File: src/rtl/qtable_maxq_reader.sv
// Scans the 2**ACTION_WIDTH Q-values of one state and returns the largest (IEEE-754 ordered) and its action.
// Result appears 2**ACTION_WIDTH+2 cycles after accept and is held until i_rsp_ready; requests stall (o_req_ready low) while busy.
module qtable_maxq_reader #(
    parameter int ADDR_WIDTH   = 9,
    parameter int DATA_WIDTH   = 32,
    parameter int STATE_WIDTH  = 6,
    parameter int ACTION_WIDTH = 2
) (
    input  logic                    i_clk,
    input  logic                    i_rst_n,
    input  logic                    i_req_valid,
    output logic                    o_req_ready,
    input  logic [STATE_WIDTH-1:0]  i_state,
    output logic                    o_rsp_valid,
    input  logic                    i_rsp_ready,
    output logic [DATA_WIDTH-1:0]   o_max_q,
    output logic [ACTION_WIDTH-1:0] o_max_action,
    input  logic                    i_wr_en,
    input  logic [ADDR_WIDTH-1:0]   i_wr_addr,
    input  logic [DATA_WIDTH-1:0]   i_wr_data,
    output logic                    o_mem_read_en,
    output logic [ADDR_WIDTH-1:0]   o_mem_addr_r,
    input  logic [DATA_WIDTH-1:0]   i_mem_data,
    output logic                    o_mem_write_en,
    output logic [ADDR_WIDTH-1:0]   o_mem_addr_w,
    output logic [DATA_WIDTH-1:0]   o_mem_data
);

    localparam int EXP_W   = 8;
    localparam int MAN_W   = DATA_WIDTH - 1 - EXP_W;
    localparam int NUM_ACT = 1 << ACTION_WIDTH;
    localparam logic [ACTION_WIDTH-1:0] LAST_ACT = ACTION_WIDTH'(NUM_ACT - 1);

    typedef enum logic [1:0] {
        ST_IDLE  = 2'd0,
        ST_READ  = 2'd1,
        ST_DRAIN = 2'd2,
        ST_RESP  = 2'd3
    } fsm_t;

    fsm_t                    r_fsm;
    fsm_t                    w_fsm_nxt;
    logic [STATE_WIDTH-1:0]  r_state_idx;
    logic [ACTION_WIDTH-1:0] r_cnt;
    logic [ACTION_WIDTH-1:0] r_cap_act;
    logic [ACTION_WIDTH-1:0] r_max_act;
    logic                    r_cap_vld;
    logic                    r_fwd;
    logic [DATA_WIDTH-1:0]   r_fwd_dat;
    logic [DATA_WIDTH-1:0]   r_max_q;
    logic [DATA_WIDTH-1:0]   w_cand;
    logic [ADDR_WIDTH-1:0]   w_addr_r;
    logic                    w_accept;
    logic                    w_rd_en;
    logic                    w_fwd_hit;
    logic                    w_take;

    // Strict IEEE ordered greater-than: any NaN compares false, +0 equals -0.
    function automatic logic fp_gt(input logic [DATA_WIDTH-1:0] a, input logic [DATA_WIDTH-1:0] b);
        logic a_nan, b_nan, a_zero, b_zero;
        a_nan  = (a[DATA_WIDTH-2:MAN_W] == '1) && (a[MAN_W-1:0] != '0);
        b_nan  = (b[DATA_WIDTH-2:MAN_W] == '1) && (b[MAN_W-1:0] != '0);
        a_zero = (a[DATA_WIDTH-2:0] == '0);
        b_zero = (b[DATA_WIDTH-2:0] == '0);
        if (a_nan || b_nan || (a_zero && b_zero))
            return 1'b0;
        else if (a[DATA_WIDTH-1] != b[DATA_WIDTH-1])
            return b[DATA_WIDTH-1];
        else if (!a[DATA_WIDTH-1])
            return a[DATA_WIDTH-2:0] > b[DATA_WIDTH-2:0];
        else
            return a[DATA_WIDTH-2:0] < b[DATA_WIDTH-2:0];
    endfunction

    assign o_mem_write_en = i_wr_en;
    assign o_mem_addr_w   = i_wr_addr;
    assign o_mem_data     = i_wr_data;

    assign w_addr_r     = ADDR_WIDTH'({r_state_idx, r_cnt});
    assign o_mem_addr_r = w_addr_r;
    assign o_mem_read_en = w_rd_en;
    assign o_max_q      = r_max_q;
    assign o_max_action = r_max_act;

    always_comb begin
        w_fsm_nxt   = r_fsm;
        o_req_ready = 1'b0;
        o_rsp_valid = 1'b0;
        w_rd_en     = 1'b0;
        w_accept    = 1'b0;
        case (r_fsm)
            ST_IDLE: begin
                o_req_ready = 1'b1;
                if (i_req_valid) begin
                    w_accept  = 1'b1;
                    w_fsm_nxt = ST_READ;
                end
            end
            ST_READ: begin
                w_rd_en = 1'b1;
                if (r_cnt == LAST_ACT)
                    w_fsm_nxt = ST_DRAIN;
            end
            ST_DRAIN: w_fsm_nxt = ST_RESP;
            ST_RESP: begin
                o_rsp_valid = 1'b1;
                if (i_rsp_ready)
                    w_fsm_nxt = ST_IDLE;
            end
            default: w_fsm_nxt = ST_IDLE;
        endcase
    end

    // A write landing on the address being read this cycle wins over the table's stale read data.
    assign w_fwd_hit = w_rd_en && i_wr_en && (i_wr_addr == w_addr_r);
    assign w_cand    = r_fwd ? r_fwd_dat : i_mem_data;
    assign w_take    = r_cap_vld && ((r_cap_act == '0) || fp_gt(w_cand, r_max_q));

    always_ff @(posedge i_clk or negedge i_rst_n) begin
        if (!i_rst_n) begin
            r_fsm       <= ST_IDLE;
            r_state_idx <= '0;
            r_cnt       <= '0;
            r_cap_vld   <= 1'b0;
            r_cap_act   <= '0;
            r_fwd       <= 1'b0;
            r_fwd_dat   <= '0;
            r_max_q     <= '0;
            r_max_act   <= '0;
        end else begin
            r_fsm <= w_fsm_nxt;
            if (w_accept) begin
                r_state_idx <= i_state;
                r_cnt       <= '0;
            end else if (w_rd_en) begin
                r_cnt <= r_cnt + 1'b1;
            end
            r_cap_vld <= w_rd_en;
            r_cap_act <= r_cnt;
            r_fwd     <= w_fwd_hit;
            r_fwd_dat <= i_wr_data;
            if (w_take) begin
                r_max_q   <= w_cand;
                r_max_act <= r_cap_act;
            end
        end
    end

endmodule
File: config.mk
export PLATFORM = sky130hd
export DESIGN_NAME = qtable_maxq_reader
export DESIGN_NICKNAME = d
export VERILOG_FILES = /design/src/rtl/qtable_maxq_reader.sv
export SDC_FILE = /design/constraint.sdc
export NUM_CORES = 1
export LEC_CHECK = 0
export ABC_AREA = 0
export CORE_ASPECT_RATIO = 0.75
export CORE_MARGIN = 3
export CORE_UTILIZATION = 40
export DETAILED_ROUTE_END_ITERATION = 8
export PLACE_DENSITY = 0.76
export RECOVER_POWER = 25
export REMOVE_ABC_BUFFERS = 1
export SYNTH_ARGS = -nofsm -noshare
export SYNTH_HDL_FRONTEND = slang
export SYNTH_SLANG_ARGS = --single-unit
export TNS_END_PERCENT = 100
File: constraint.sdc
create_clock -name i_clk -period 6.3 [get_ports i_clk]
set_input_delay 1.26 -clock i_clk [delete_from_list [all_inputs] [get_ports i_clk]]
set_output_delay 1.26 -clock i_clk [all_outputs]
set_load 0.05 [all_outputs]
==> results by group <==
Drt
  • DR top layer: met4
  • Routed wl met3: 729 um
  • Via total after detailed routing: 3,471
  • Total wire length: 11,700 um
  • Met2 wire length: 5480 um
  • Routed Antenna Nets: 0
  • DR DRC count: 0
  • Number of detailed-route iterations in the first pass: 4
  • Met1 wire length: 5320 um
  • Initial drt markers: 179
  • WL per Instance: 17.4 um
  • Post-DR vias/cell: 5.14

Timing
  • Final setup TNS: 0 ns
  • Hold Vio Cnt, Final: 0
  • FMAX: 215 MHz
  • Tightest Pin Transition: 1.01 ns
  • Min Tclk post-route: 4.66 ns
  • Relative slew slack: 0.324
  • Slew Viols, Final: 0
  • Fin crit share: 0.740
  • RSZ-0062 raised after global routing: no
  • Fin Clk Skew: 0.00894 ns
  • Setup-failing EPs final: 0
  • Setup ws final: 1.64 ns

Pwr
  • P_sw: 1400 uW
  • Combinational group share of total power: 0.545
  • Switching part of the total: 0.442
  • LEAKAGE: 0.00280 uW
  • PwrDens: 488 nW/um2
  • Clock network power share: 0.180
  • VDD IR max: 280 uV
  • Power share of the sequential group: 0.275
  • Internal Pwr Total: 1770 uW

Min path
  • Worst hold path type: reg -> reg

Worst setup path
  • Critical path class: in -> reg
  • Critical Path Sink Type: register
  • Crit-path cells: clkdlybuf4s50_1, mux2_2, ha_1, nand3_1, nor4_1, nand4_1, a21oi_1, o21ai_0, a211oi_4, buf_12, mux2_2
  • Most used cell, CP: mux2_2
  • Critical Path AT: 4.88 ns
  • Crit Path Max Fanout: 23
  • Critical Path Slowest Stage Cell: a211oi_4
  • Crit-path max cell delay: 0.79 ns
  • Required time worst endpoint: 6.52 ns
  • Top Family by Delay on Critical Path: compound AO/OA/AOI/OAI gates
  • Critical path buffers and inverters: 2
  • Setup crit start kind: input pin

Placed design
  • Worst slack, placed: 1.31 ns
  • Placed wire-length estimate: 9200 um
  • Final Wtd Congestion: 0.861
  • IO Port Bufs: 170
  • Post-DP Area: 6180 um2

Floorplan
  • DIE HEIGHT: 99.7 um
  • # IOs: 172
  • Die width: 131 um
  • Total core area: 11,100 um2
  • Cell Rows: 33
  • Initial core utilization: 0.420
  • Die footprint: 13,000 um2

Yosys
  • Synth Flop Type: dfrtp_1
  • Syn avg cell area: 11.7 um2
  • Post-Syn Area: 4680 um2
  • Sequential share of the synthesized area: 0.428
  • Register bit count reported by yosys: 80
  • FFs w/ async S/R, synth: 1.00
  • Cells after Synth: 399
  • EDFF count, synth: 0
  • Yosys warns: 0
  • Synth cell types: 44

Global routing
  • Vias in the first global route: 3,697
  • First-pass GRT wire length: 18,800 um
  • Total GRT Usage: 0.185
  • Initial antenna violation count: 0
  • Grt total ovfl: 0
  • Pin count of the biggest net entering global routing: 81

Finish
  • Fill cell count: 923
  • Antenna diode count: 0
  • Fin area: 6520 um2
  • Area delta synth->final: 39.3%
  • Nets: 650
  • Layout cells sized above 1: 0.168

Clocking
  • Num CTS Buffers: 9
  • CTS tree: yes
  • # clock sinks: 80
  • CTS clk-pin slew, worst paths: 0.06 ns
  • Skew-Pair Late Insertion Delay: 0.33 ns
  • PostCTS Resize Cnt: 0
  • Hold Buf Count CTS: 0
  • H-tree depth: 3
  • CTS Root Cell: clkbuf_16
  • CTS Buffer Depth: 2
  • Setup Buffers After CTS: 0

Job
  • Maxcap violations: 0

Status
  • Outcome: finished clean
==> layout make-up <==
type                    count  area, um2  area share
multi-input cells         230       2140       0.329
flip-flops and latches     80       2000       0.307
repair buffers            171       1720       0.264
clock buffers              12        256      0.0394
well taps                 140        175      0.0269
inverters                  38        143      0.0219
clock inverters             4       76.3      0.0117
==> through the flow <==
step                      hold WS, ns  cells  total power, uW   util
after global routing            0.544    675             3360  0.585
after floorplan                 0.505    348             1980      -
after CTS                       0.526    675             3210  0.585
after global placement          0.506    659             2580  0.555
after detailed placement        0.502    659             2620  0.555
final                           0.522    675             3180  0.585
==> synthesized netlist by cell type (2+ instances only) <==
cell type,number,share of area
or4_1,5,0.0080
mux2_4,30,0.096
nor3_1,6,0.0064
xor2_1,4,0.0075
buf_4,43,0.069
nor2_1,7,0.0056
inv_1,38,0.030
ha_1,36,0.096
nand4_1,13,0.017
xnor2_1,5,0.0094
a21o_1,3,0.0048
nand2_1,10,0.0080
mux2i_1,4,0.0086
a22oi_1,2,0.0032
o21ai_0,10,0.011
dfrtp_1,80,0.43
a211oi_1,2,0.0032
clkbuf_1,2,0.0016
nor4_1,15,0.020
buf_6,5,0.012
nand3_1,6,0.0064
a21oi_1,14,0.015
mux2_2,38,0.091
==> worst paths after layout <==
check,from,to,slack (ns),cells after the start
min in group asynchronous,i_rst_n,r_fwd_dat[14]$_DFF_PN0_,1.09,1
worst max register to register,r_fwd$_DFF_PN0_,o_max_q[3]$_DFFE_PN0P_,1.84,10
worst min register to register,o_max_action[1]$_DFFE_PN0P_,o_max_action[1]$_DFFE_PN0P_,0.52,1
worst min-delay path,o_max_action[1]$_DFFE_PN0P_,o_max_action[1]$_DFFE_PN0P_,0.52,1
max in group asynchronous,i_rst_n,r_fwd$_DFF_PN0_,4.48,1
worst max-delay path,i_mem_data[25],o_max_q[3]$_DFFE_PN0P_,1.64,11
==> cell usage in the layout (no fill, tap or decap), types with 5 or more instances in the layout <==
cell type        Yosys  layout
nand3_1              6       6
or4_1                5       5
xnor2_1              5       5
o21ai_0             10      10
nor3_1               6       6
a21oi_1             14      14
dfrtp_1             80      79
nor2_1               7       7
nor4_1              15      15
nand4_1             13      13
clkdlybuf4s50_1      0     136
dlygate4sd3_1        0      33
nand2_1             10      10
mux2_4              30      30
clkbuf_16            0       9
mux2_2              38      38
ha_1                36      36
inv_1               38      38
==> kinds of logic (layout without fill, tap and decap cells) <==
logic type                 count (synthesis)  count (layout)  synth area share
xor gates and xnor gates                   9               9            0.0168
and+or+nand+nor                           70              70            0.0856
adders and majority gates                 36              36            0.0963
DFF                                       80              80             0.428
AOI/OAI and AO/OA                         42              42            0.0623
other                                      1               1          0.000802
buffers and inverters                     89             225             0.114
muxes                                     72              72             0.196
==> state kept, by name, indices dropped and copies added, names as in the netlist, 2 cells and up <==
signal	flops
o_max_action	2
o_max_q	32
r_cap_act	2
r_cnt	2
r_fsm	2
r_fwd_dat	32
r_state_idx	6
==> power groups by stage <==
| stage | Sequential [uW] | Combinational [uW] | Clock (uW) |
|---|---|---|---|
| final | 876 | 1730 | 572 |
| after global routing | 904 | 1850 | 612 |
| after CTS | 876 | 1750 | 588 |
| after detailed placement | 883 | 1740 | 0 |
| after global placement | 874 | 1700 | 0 |
| after floorplan | 1300 | 682 | 0 |
==> per-layer routing <==
layer  global-route usage  vias up
met4               0.0561        0
li1                     -     1652
met5                    0        -
met1                0.244     1686
met2                0.292      116
met3               0.0569       17
Note: power is estimated with default switching activity, not from simulation.
